--- src/rtl/feature_stream_tx.sv ---
// Byte-serial framer for the feature-extractor vector: sync byte, payload bytes, optional checksum.
// Define FEATURE_STREAM_XSUM_EN to append an XOR checksum byte after the payload.
module feature_stream_tx #(
    parameter int         NUM_FEATURES = 8,
    parameter logic [7:0] SYNC_BYTE    = 8'hA5
) (
    input  logic         clk,
    input  logic         rst_n,
    input  logic [127:0] features,
    input  logic         feature_valid,
    output logic [7:0]   out_data,
    output logic         out_valid,
    input  logic         out_ready,
    output logic         frame_start,
    output logic         busy,
    output logic [7:0]   drop_cnt
);

    localparam logic [1:0] ST_IDLE    = 2'd0;
    localparam logic [1:0] ST_SYNC    = 2'd1;
    localparam logic [1:0] ST_PAYLOAD = 2'd2;
`ifdef FEATURE_STREAM_XSUM_EN
    localparam logic [1:0] ST_XSUM    = 2'd3;
`endif
    localparam logic [3:0] LAST_IDX   = 4'(NUM_FEATURES - 1);

    logic [1:0]   state_q, state_d;
    logic [3:0]   idx_q, idx_d;
    logic [127:0] snap_q, snap_d;
    logic [127:0] pend_q, pend_d;
    logic         pend_vld_q, pend_vld_d;
    logic [7:0]   drop_q, drop_d;
    logic [7:0]   out_data_q, out_data_d;
    logic         out_valid_q, out_valid_d;
    logic         frame_start_q, frame_start_d;
    logic         xfer;
    logic         eof;

`ifdef FEATURE_STREAM_XSUM_EN
    logic [7:0] xsum;

    // The snapshot is frozen for the whole frame, so folding it directly is safe.
    always_comb begin
        xsum = '0;
        for (int k = 0; k < NUM_FEATURES; k++) begin
            xsum = xsum ^ snap_q[8*k +: 8];
        end
    end
`endif

    assign xfer = out_valid_q & out_ready;

    // NOTE: every always_comb output gets a default first so no path leaves it unassigned (no latch).
    always_comb begin
        state_d    = state_q;
        idx_d      = idx_q;
        snap_d     = snap_q;
        pend_d     = pend_q;
        pend_vld_d = pend_vld_q;
        drop_d     = drop_q;
        eof        = 1'b0;

        case (state_q)
            ST_IDLE: begin
                if (feature_valid) begin
                    snap_d  = features;
                    state_d = ST_SYNC;
                end
            end
            ST_SYNC: begin
                if (xfer) begin
                    state_d = ST_PAYLOAD;
                    idx_d   = '0;
                end
            end
            ST_PAYLOAD: begin
                if (xfer) begin
                    if (idx_q == LAST_IDX) begin
`ifdef FEATURE_STREAM_XSUM_EN
                        state_d = ST_XSUM;
`else
                        eof = 1'b1;
`endif
                    end else begin
                        idx_d = idx_q + 4'd1;
                    end
                end
            end
`ifdef FEATURE_STREAM_XSUM_EN
            ST_XSUM: begin
                if (xfer) eof = 1'b1;
            end
`endif
            default: state_d = ST_IDLE;
        endcase

        // A strobe landing on end-of-frame starts the next frame instead of counting as overflow.
        if (eof) begin
            if (pend_vld_q) begin
                snap_d  = pend_q;
                state_d = ST_SYNC;
                if (feature_valid) pend_d     = features;
                else               pend_vld_d = 1'b0;
            end else if (feature_valid) begin
                snap_d  = features;
                state_d = ST_SYNC;
            end else begin
                state_d = ST_IDLE;
            end
        end else if (state_q != ST_IDLE && feature_valid) begin
            pend_d     = features;
            pend_vld_d = 1'b1;
            if (pend_vld_q && drop_q != 8'hFF) drop_d = drop_q + 8'd1;
        end
    end

    // Outputs are pre-computed from the next state so they can be registered.
    always_comb begin
        out_valid_d   = (state_d != ST_IDLE);
        frame_start_d = (state_d == ST_SYNC);
        case (state_d)
            ST_SYNC:    out_data_d = SYNC_BYTE;
            ST_PAYLOAD: out_data_d = snap_d[{idx_d, 3'b000} +: 8];
`ifdef FEATURE_STREAM_XSUM_EN
            ST_XSUM:    out_data_d = xsum;
`endif
            default:    out_data_d = 8'h00;
        endcase
    end

    // NOTE: state uses non-blocking assignments so all flops update together at the edge.
    // NOTE: the snapshot/pending data registers are reset too, so an aborted frame leaves no stale vector.
    always_ff @(posedge clk or negedge rst_n) begin
        if (!rst_n) begin
            state_q       <= ST_IDLE;
            idx_q         <= '0;
            snap_q        <= '0;
            pend_q        <= '0;
            pend_vld_q    <= 1'b0;
            drop_q        <= '0;
            out_data_q    <= '0;
            out_valid_q   <= 1'b0;
            frame_start_q <= 1'b0;
        end else begin
            state_q       <= state_d;
            idx_q         <= idx_d;
            snap_q        <= snap_d;
            pend_q        <= pend_d;
            pend_vld_q    <= pend_vld_d;
            drop_q        <= drop_d;
            out_data_q    <= out_data_d;
            out_valid_q   <= out_valid_d;
            frame_start_q <= frame_start_d;
        end
    end

    assign out_data    = out_data_q;
    assign out_valid   = out_valid_q;
    assign frame_start = frame_start_q;
    assign busy        = (state_q != ST_IDLE);
    assign drop_cnt    = drop_q;

endmodule

--- config.mk ---
export PLATFORM = sky130hd
export DESIGN_NAME = feature_stream_tx
export DESIGN_NICKNAME = d
export VERILOG_FILES = /design/src/rtl/feature_stream_tx.sv
export SDC_FILE = /design/constraint.sdc
export NUM_CORES = 1
export LEC_CHECK = 0
export ABC_CLOCK_PERIOD_IN_PS = 2950
export BUFFER_PORTS_ARGS = -buffer_cell sky130_fd_sc_hd__buf_2
export CORE_MARGIN = 8
export CORE_UTILIZATION = 40
export DETAILED_ROUTE_END_ITERATION = 8
export PLACE_DENSITY = 0.7
export SLEW_MARGIN = 5
export SYNTH_ARGS = -nofsm -noshare
export SYNTH_HDL_FRONTEND = slang
export SYNTH_SLANG_ARGS = --single-unit
--- constraint.sdc ---
create_clock -name clk -period 2.95 [get_ports clk]
set_input_delay 0.295 -clock clk [delete_from_list [all_inputs] [get_ports clk]]
set_output_delay 0.295 -clock clk [all_outputs]
set_load 0.02 [all_outputs]
======== After elaboration in Yosys (flattened, before gate mapping) ========
Cells that the tools add are included.
Widths: inputs -> output; s select.
word-level totals
  register bits after elaboration ......... 281
  logic and storage cells ................. 57
operators by class
  add/sub/neg operators ................... 2
  eq/ne operators ......................... 8
  shifts and indexed selects .............. 1
  multiplexer cells ....................... 27
  bitwise gates (word level) .............. 2
  reduce and logical (&&, ||, !) cells .... 8
operator list
  cell                 count
  $mux 128             9
  $shiftx 128x8->8     1
  $pmux 8 s2           1
  $mux 4               3
  $mux 1               9
  $add 8x1->8 const B  1
  $ne 8x8->1 const B   1
  $pmux 4 s2           1
  $mux 2               3
  $pmux 2 s3           1
  $reduce_and 3->1     2
  $reduce_bool 2->1    3
  $add 4x1->4 const B  1
  $eq 2x1->1 const B   2
  $eq 2x2->1 const B   2
  $eq 4x3->1 const B   1
  $ne 2x2->1 const B   2
  $logic_and 1x1->1    2
  $logic_not 2->1      1
  $and 1x1->1          1
  $not 1->1            1

======== Depth between registers and ports, before layout ========
Gate-level depths: netlist of run 1.
  word-level depth ........................ 7
  depth in mapped cells ................... 13
  mapped depth without buffers ............ 12

======== Worst setup path before layout of run 1 ========
No wires, ideal clock.
  path kind ............................... register to register
  from .................................... reg idx_q[0]
  to ...................................... reg out_data_q[5] (netlist: out_data[5])
  setup time .............................. 0.087 ns
  arrival time ............................ 2.615 ns
  setup slack ............................. 0.248 ns
  stages on the path, launching flop included .. 12
  period minus slack after synthesis ...... 2.702 ns
  cells stage by stage .................... dfrtp_1 ha_1 and3b_1 buf_6 and3_1 or4_1 o21a_1 ha_1 nand2_1 nor2_1 o311ai_1 o211ai_1
on the way
  word-level cells in the longest chain between the ends .. 7
ends and longest elaborated chain
  what                                                 RTL line  text
  from (decl)                                          28        logic [3:0] idx_q, idx_d;
  from (signal assigned)                               146       idx_q <= idx_d;
  branches (longest 6 deep; another with $add 4x1->4)  n/a
  $pmux 8 s2 (*)                                       121       case (state_d)
  net out_data_d[5]                                    33        logic [7:0] out_data_q, out_data_d;
  to (signal assigned)                                 151       out_data_q <= out_data_d;
  to (decl)                                            33
Mark *: on every way through the listed nets, which the timed path passes.
A chain may end at the register's enable or synchronous reset.

======== Worst setup path in the final report of run 1 ========
Ends and elaborated chain as after synthesis.

==> flow_metrics.py, run 1 <==
metrics = {
    "floorplan": {
        "die_area_mm2": 0.0468,
        "initial_utilization": 0.405,
        "coreArea_mm2": 0.0396,
        "die_h_um": 216,
        "num_rows": 73,
        "die_w_um": 216,
        "ios": 151,
    },
    "place": {
        "portBuffers": 150,
        "dp_hpwl_um": 28200,
        "placed_cells": 1978,
        "routabilityCongestion": 0.813,
    },
    "logic_synthesis": {
        "ys_top_cells_by_count": "mux2_2, dfrtp_1, mux2i_1",
        "synth.top_cell.area_share": 0.438,
        "ys.flop_type": "dfrtp_1",
        "yosysMostFrequentCell": "mux2_2",
        "seq_area_frac_synth": 0.438,
        "syn_area_mm2": 0.0160,
        "syn_inst": 1371,
        "synth.distinct_cells": 48,
        "synth-seq-cells": 281,
        "synthArstFlopShare": 1.00,
        "yosysTopAreaCell": "dfrtp_1",
        "synthTopCellsByArea": "dfrtp_1, mux2_2, mux2i_1",
        "postSynthAreaPerCell_um2": 11.7,
        "synth_edf_count": 0,
        "synthesis.nets": 1512,
        "ys_warn_count": 0,
    },
    "sta": {
        "maxSlewHeadroom": 0.526,
        "rsz0062_at_grt": "no",
        "period_share": 0.950,
        "finalMaxSlewViolations": 0,
        "tns_ns": 0,
        "min_period_ns": 2.80,
        "finalHoldViolCount": 0,
        "max_freq_mhz": 357,
        "finClkSkew_ns": 0.0111,
        "worstMarginPinSlew_ns": 0.711,
        "setup_viol": 0,
    },
    "outcome": {
        "status": "finished, final reports clean",
    },
    "worst_setup_path": {
        "crit_chain": "ha_2, and3b_2, o211a_1, a211oi_4, buf_12, buf_4, mux2i_1, mux2i_1, o211ai_1, o211ai_1",
        "end_kind": "register",
        "reg2reg_from": "idx_q[0]$_DFF_PN0_",
        "critical_path.max_stage_delay_ns": 0.42,
        "critPathLaunch": "idx_q[0]$_DFF_PN0_",
        "critPathMaxFanout": 33,
        "path_class": "reg2reg",
        "start_kind": "register",
        "crit_slowest_cell": "dfrtp_1",
        "cp.arrival_ns": 3.20,
        "worst_ep_required_time_ns": 3.34,
    },
    "power_and_ir_drop": {
        "power.density_mw_per_mm2": 1010,
        "p_total_mw": 18.8,
        "vdd_drop_max_mv": 0.573,
        "power_leakage_nw": 8.92,
    },
    "cts": {
        "path_clk_slew_ns": 0.06,
        "htree_levels": 2,
        "cts.sinks": 281,
        "cts.path.max_buffers": 3,
        "postCtsSetupRepairBufs": 0,
        "cts_tree": "yes",
        "cts-root-buf": "clkbuf_16",
        "cts_buffers": 34,
        "clk_latency_ns": 0.53,
    },
    "drt": {
        "avgViaCountPerCell": 5.41,
        "via_count": 11054,
        "antenna_left": 0,
        "post_drt_wl_per_cell_um": 20.6,
        "drc": 0,
        "first_pass_iters": 5,
        "routed_wl_um": 42100,
        "drt-initial-drc-count": 649,
    },
    "grt": {
        "grt_pass1_wl_um": 66300,
        "grt_max_degree": 86,
        "track_usage": 0.177,
        "antenna_found_initial": 13,
        "grt_pass1_vias": 11524,
        "grt-ovfl-total": 0,
    },
    "run": {
        "drv_cap": 0,
    },
    "final_layout": {
        "layout-drive-gt1-share": 0.412,
        "layout.nets": 1633,
        "synthToLayoutAreaGrowth_pct": 16.3,
        "multi_input_area_mm2": 0.00850,
        "fin_util": 0.471,
        "final_cell_count_no_fill": 2045,
        "fillers": 3623,
        "seq_area_mm2": 0.00704,
    },
    "hold_path": {
        "hp-start": "features[80]",
        "hp-class": "in2reg",
    },
}
[cells in the final DEF, fill, tap and decap left out, types with 9 or more instances in the layout]
cell type  netlist  layout
buf_12           0      21
buf_2           57     148
buf_4            1      12
clkbuf_1        30      11
clkbuf_16        0      37
dfrtp_1        281     280
inv_1            9       9
mux2_2         377     377
mux2i_1        226     226
nand2_1        144     141
nand3_1         12      12
nor2_1          13      12
o21ai_0        127     127
[critical path, delay by kind of cell (launching register included)]
family                     cells  cell delay, ns
DFF                            1            0.42
AOI/OAI and AO/OA              4            0.90
adders and majority gates      1            0.22
muxes                          2            0.30
buffers and inverters          2            0.54
and+or+nand+nor                1            0.27
[final timing paths]
kind / slack [ns] / end / cells past startpoint
max: 0.15 / out_data[5]$_DFF_PN0_ / 10
min: 0.03 / pend_q[80]$_DFFE_PN0P_ / 2
max reg2reg: 0.15 / out_data[5]$_DFF_PN0_ / 10
min reg2reg: 0.50 / pend_q[50]$_DFFE_PN0P_ / 1
max in group asynchronous: 1.73 / snap_q[110]$_DFF_PN0_ / 3
min in group asynchronous: 0.38 / drop_cnt[5]$_DFFE_PN0P_ / 2
[flip-flops by register name, indices dropped and copies added (netlist names), 2 cells and up]
| signal | count |
|---|---|
| drop_cnt | 8 |
| out_data | 8 |
| idx_q | 4 |
| snap_q | 128 |
| state_q | 2 |
| pend_q | 128 |
[where the power goes]
| part | switching (mW) | leakage, nW | internal, mW | total (mW) |
|---|---|---|---|---|
| Clock | 1.62 | 0.534 | 2.52 | 4.14 |
| Combinational | 3.68 | 5.07 | 4.17 | 7.86 |
| Sequential | 0.986 | 3.32 | 5.78 | 6.76 |
| Total | 6.29 | 8.92 | 12.5 | 18.8 |
[area by class of cell]
type	instances	share of cell area
sequential	281	0.377
inverter	11	0.00235
timing repair buffer	186	0.0702
antenna	6	0.000805
clock buffer	54	0.0563
multi-input combinational	978	0.456
clock inverter	4	0.00255
tap	525	0.0352
[timing repair]
action / 4_1_cts / 5_1_grt
setup endpoints to repair: 0 / 4
gates resized for setup: 0 / 6
endpoints found under the hold margin: 82 / 0
hold buffers: 3 / 0
[metal layers]
layer	GRT usage	share of wire	routed length, um
met5	0	0.0011	47
met4	0.0530	0.024	1030
met3	0.0394	0.047	1990
met2	0.283	0.47	20000
met1	0.236	0.45	19100
[cells by family (layout without fill, tap and decap cells)]
group,after synthesis,count (layout),synth area share
and+or+nand+nor,189,189,0.0494
muxes,605,605,0.407
other,0,6,0
buffers and inverters,112,255,0.0352
DFF,281,281,0.438
adders and majority gates,9,9,0.00702
AOI/OAI and AO/OA,168,168,0.0587
xor gates and xnor gates,7,7,0.00382
[stage by stage]
step	cell area (um2)	hold slack, ns	setup slack, ns
after detailed placement	17500	0.357	0.0557
final	18700	0.0284	0.149
after global placement	17500	0.361	0.0915
after floorplan	16000	-0.000591	0.248
after global routing	18600	0.0174	0.0140
after CTS	18600	0.00536	0.0343
Power figures use the tool's default switching activity.
==> inputs of run 2 (changes only) <==
- ABC_CLOCK_PERIOD_IN_PS: 2950 -> 2800
- clock period: 2.95 -> 2.8 ns (I/O delays scaled with it)
==> flow_metrics.py, run 2 (synthesis gave the netlist of run 1 again) <==
metrics = {
    "outcome": {
        "status": "finished, final reports clean",
    },
    "place": {
        "dp_hpwl_um": 27900,
        "routabilityCongestion": 0.805,
        "portBuffers": 150,
    },
    "drt": {
        "avgViaCountPerCell": 5.32,
        "drt-initial-drc-count": 774,
        "via_count": 11675,
        "post_drt_wl_per_cell_um": 19.5,
        "routed_wl_um": 42700,
        "drc": 0,
        "antenna_left": 0,
        "first_pass_iters": 5,
    },
    "final_layout": {
        "layout-drive-gt1-share": 0.396,
        "layout_commonest_cell": "mux2_2",
        "layout.nets": 1783,
        "top_regs": "pend_q (128), snap_q (128)",
        "seq_area_mm2": 0.00704,
        "fillers": 3470,
        "synthToLayoutAreaGrowth_pct": 25.9,
        "multi_input_area_mm2": 0.00852,
        "layout_common_cells": "mux2_2, dfrtp_1, mux2i_1",
    },
    "worst_setup_path": {
        "r2r_cells": 10,
        "r2r_slack_ns": 0.08,
        "r2r_end": "out_data[1]$_DFF_PN0_",
        "path_class": "reg2reg",
        "cp.arrival_ns": 3.16,
        "critPathMaxFanout": 12,
        "start_kind": "register",
        "end_kind": "register",
        "worst_ep_required_time_ns": 3.24,
        "reg2reg_from": "idx_q[0]$_DFF_PN0_",
    },
    "grt": {
        "grt_pass1_wl_um": 67400,
        "met2_usage": 0.290,
        "grt_max_degree": 86,
        "met3_usage": 0.0287,
        "grt_pass1_vias": 12170,
        "top_usage_layer": "met2",
        "antenna_found_initial": 4,
        "met1_usage": 0.238,
        "track_usage": 0.175,
        "grt-ovfl-total": 0,
    },
    "floorplan": {
        "ios": 151,
        "die_w_um": 216,
        "initial_utilization": 0.405,
        "die_area_mm2": 0.0468,
        "coreArea_mm2": 0.0396,
        "num_rows": 73,
        "die_h_um": 216,
    },
    "hold_path": {
        "hp-class": "in2reg",
        "hp-start": "features[33]",
        "hold_depth": 2,
        "hold_end": "pend_q[33]$_DFFE_PN0P_",
    },
    "power_and_ir_drop": {
        "power.density_mw_per_mm2": 980,
        "vdd_drop_max_mv": 0.568,
        "power_leakage_nw": 9.60,
    },
    "cts": {
        "cts_tree": "yes",
        "cts-root-buf": "clkbuf_16",
        "cts.sinks": 281,
        "path_clk_slew_ns": 0.06,
        "cts_buffers": 31,
        "cts.path.max_buffers": 3,
        "htree_levels": 1,
        "clk_latency_ns": 0.58,
    },
    "sta": {
        "finalHoldViolCount": 0,
        "hold_ws_ns": 0.0334,
        "maxSlewHeadroom": 0.506,
        "finClkSkew_ns": 0.0112,
        "tns_ns": 0,
        "worstMarginPinSlew_ns": 0.742,
        "setup_viol": 0,
        "finalMaxSlewViolations": 0,
        "min_period_ns": 2.72,
        "max_freq_mhz": 368,
        "period_share": 0.972,
    },
    "run": {
        "drv_cap": 0,
    },
}
-- run 2: report_power, final --
part | internal, mW | switching, mW | total (mW)
registers | 6.08 | 1.03 | 7.11
logic | 4.62 | 3.89 | 8.51
clock network | 2.46 | 1.71 | 4.17
-- run 2: final cells by class --
class | instances | area share
antenna | 2 | 0.000248
clock buffer | 49 | 0.0462
clock inverter | 9 | 0.00508
inverter | 11 | 0.00217
multi-input combinational | 978 | 0.422
sequential | 281 | 0.348
tap | 525 | 0.0325
timing repair buffer | 339 | 0.144
-- run 2: worst max-delay path by stage --
stage                     cells past startpoint                    end  slack (ns)            startpoint
after floorplan                              11  out_data[5]$_DFF_PN0_         0.1    idx_q[0]$_DFF_PN0_
after global placement                       10  out_data[5]$_DFF_PN0_        0.05    idx_q[0]$_DFF_PN0_
after detailed placement                     10  out_data[5]$_DFF_PN0_       -0.01    idx_q[0]$_DFF_PN0_
after CTS                                    11  out_data[6]$_DFF_PN0_        0.01  state_q[0]$_DFF_PN0_
after global routing                         10  out_data[5]$_DFF_PN0_       -0.02    idx_q[0]$_DFF_PN0_
final                                        10  out_data[1]$_DFF_PN0_        0.08    idx_q[0]$_DFF_PN0_
-- run 2: metrics by stage --
stage          total power [mW]   util  setup slack, ns  cells  instance area [um2]
4_1_cts                    19.8  0.503           0.0124   2178                19900
3_5_place_dp               15.3  0.445          -0.0143   1994                17600
3_3_place_gp               14.9  0.445           0.0496   1994                17600
6_report                   19.8  0.509           0.0794   2194                20200
2_1_floorplan              13.1      -           0.0981   1371                16000
5_1_grt                    21.1  0.509          -0.0193   2194                20200
-- run 2: critical path, stage by stage (launching register included) --
cell	delay, ns
dfrtp_1	0.38
ha_1	0.24
and3b_2	0.27
o211a_1	0.24
a211oi_4	0.29
buf_12	0.21
buf_4	0.15
mux2i_2	0.28
mux2i_1	0.20
mux2i_1	0.21
o22ai_1	0.10
-- run 2: metal layers --
layer / share of wire / vias to the layer above
met3: 0.042 / 60
met5: 0.00030 / -
met1: 0.45 / 5870
met4: 0.022 / 2
li1: - / 5519
met2: 0.48 / 224
-- run 2: what timing repair did --
action,CTS,global route
hold endpoints to repair,204,0
gates cloned,0,4
setup buffers,0,10
hold buffers,126,0
resized for setup,2,15
pin swaps,0,2
setup endpoints to repair,1,8
==> inputs of run 3 (changes only) <==
- PLACE_DENSITY: 0.7 -> 0.64
==> flow_metrics.py, run 3 (synthesis gave the netlist of run 1 again) <==
metrics = {
    "place": {
        "routabilityCongestion": 0.823,
        "portBuffers": 150,
        "placed_cells": 2022,
        "dp_hpwl_um": 29500,
        "dpl_cell_area_mm2": 0.0179,
        "detailedPlace.worstSlack_ns": 0.0235,
    },
    "hold_path": {
        "hold_end": "pend_q[125]$_DFFE_PN0P_",
        "hp-start": "features[125]",
        "hp-class": "in2reg",
        "hold_depth": 2,
    },
    "floorplan": {
        "die_area_mm2": 0.0468,
        "coreArea_mm2": 0.0396,
        "ios": 151,
        "num_rows": 73,
        "initial_utilization": 0.405,
        "die_w_um": 216,
        "die_h_um": 216,
    },
    "final_layout": {
        "layout.nets": 1730,
        "synthToLayoutAreaGrowth_pct": 22.5,
        "final_cell_count_no_fill": 2143,
        "stdcell_area_mm2": 0.0197,
        "layout_commonest_cell": "mux2_2",
        "layout-drive-gt1-share": 0.429,
        "layout_common_cells": "mux2_2, dfrtp_1, mux2i_1",
        "fin_util": 0.496,
        "top_regs": "pend_q (128), snap_q (128)",
    },
    "sta": {
        "finalHoldViolCount": 0,
        "tns_ns": 0,
        "fin_ws_ns": 0.126,
        "min_period_ns": 2.67,
        "maxSlewHeadroom": 0.568,
        "max_freq_mhz": 374,
        "setup_viol": 0,
        "finClkSkew_ns": 0.0150,
        "hold_ws_ns": 0.0189,
        "rsz0062_at_grt": "no",
        "worstMarginPinSlew_ns": 0.648,
        "finalMaxSlewViolations": 0,
        "period_share": 0.955,
    },
    "grt": {
        "antenna_found_initial": 13,
        "grt-ovfl-total": 0,
        "grt_pass1_wl_um": 67900,
        "grt_max_degree": 71,
        "top_usage_layer": "met2",
        "met1_usage": 0.230,
        "grt_pass1_vias": 12041,
        "met2_usage": 0.301,
        "track_usage": 0.179,
        "met3_usage": 0.0397,
    },
    "power_and_ir_drop": {
        "switching_power_mw": 6.73,
        "p_total_mw": 20.2,
        "p_int_mw": 13.4,
        "vdd_drop_max_mv": 0.481,
        "p_sw_frac": 0.334,
        "power.density_mw_per_mm2": 1030,
        "power_frac_comb": 0.427,
        "p_seq_frac": 0.351,
        "clockPowerShare": 0.221,
        "power_leakage_nw": 9.42,
    },
    "worst_setup_path": {
        "critPathMaxFanout": 6,
        "r2r_end": "out_data[6]$_DFF_PN0_",
        "reg2reg_from": "idx_q[0]$_DFF_PN0_",
        "start_kind": "register",
        "cp.arrival_ns": 3.11,
        "r2r_slack_ns": 0.13,
        "end_kind": "register",
        "worst_ep_required_time_ns": 3.24,
        "critPathLaunch": "idx_q[0]$_DFF_PN0_",
        "r2r_cells": 9,
        "path_class": "reg2reg",
    },
    "drt": {
        "drt-initial-drc-count": 636,
        "avgViaCountPerCell": 5.34,
        "routed_wl_um": 43200,
        "post_drt_wl_per_cell_um": 20.1,
        "via_count": 11452,
        "drc": 0,
        "antenna_left": 0,
        "first_pass_iters": 5,
    },
    "run": {
        "drv_cap": 0,
    },
    "cts": {
        "htree_levels": 2,
        "cts_buffers": 35,
        "cts-root-buf": "clkbuf_16",
        "clk_latency_ns": 0.53,
        "cts.path.max_buffers": 3,
        "cts.sinks": 281,
        "path_clk_slew_ns": 0.06,
        "cts_tree": "yes",
    },
    "outcome": {
        "status": "finished, final reports clean",
    },
}
==> run 3: what timing repair did <==
item	4_1_cts	5_1_grt
resized for setup	0	14
setup endpoints to repair	0	8
buffers inserted	0	8
endpoints found under the hold margin	107	0
hold buffers	43	0
==> run 3: worst max-delay path by stage <==
stage	end	slack, ns	cells past startpoint
6_report	out_data[6]$_DFF_PN0_	0.13	9
5_1_grt	out_data[1]$_DFF_PN0_	0.005	10
4_1_cts	out_data[5]$_DFF_PN0_	0.003	10
3_5_place_dp	out_data[5]$_DFF_PN0_	0.02	10
3_3_place_gp	out_data[5]$_DFF_PN0_	0.07	10
2_1_floorplan	out_data[5]$_DFF_PN0_	0.1	11
==> run 3: power by group through the flow <==
stage	sequential [mW]	combinational, mW	clock, mW
after floorplan	6.96	6.13	0
after global placement	7.01	8.23	0
after detailed placement	7.14	8.46	0
after CTS	7.08	8.54	4.59
after global routing	7.34	9.45	4.77
final	7.09	8.62	4.47
==> run 3: area by class of cell <==
class	count	area, um2
multi-input combinational	978	8510
tap	525	657
sequential	281	7040
antenna	5	12.5
timing repair buffer	282	2270
fill	3620	20000
clock buffer	51	1050
clock inverter	10	83.8
inverter	11	43.8
==> run 3: critical path, stage by stage (launching register included) <==
cell and delay, ns:
dfrtp_1 0.38, ha_2 0.21, and3b_2 0.26, and3_1 0.20, or4_1 0.50, o21a_1 0.15, ha_1 0.32, buf_4 0.14
nand3_1 0.19, o22ai_1 0.22
==> run 3: layer usage <==
metal  up-vias  wire, um
met2       211     21200
met1      5759     19200
met5         -        93
met4        16       697
li1       5403         -
met3        63      1940
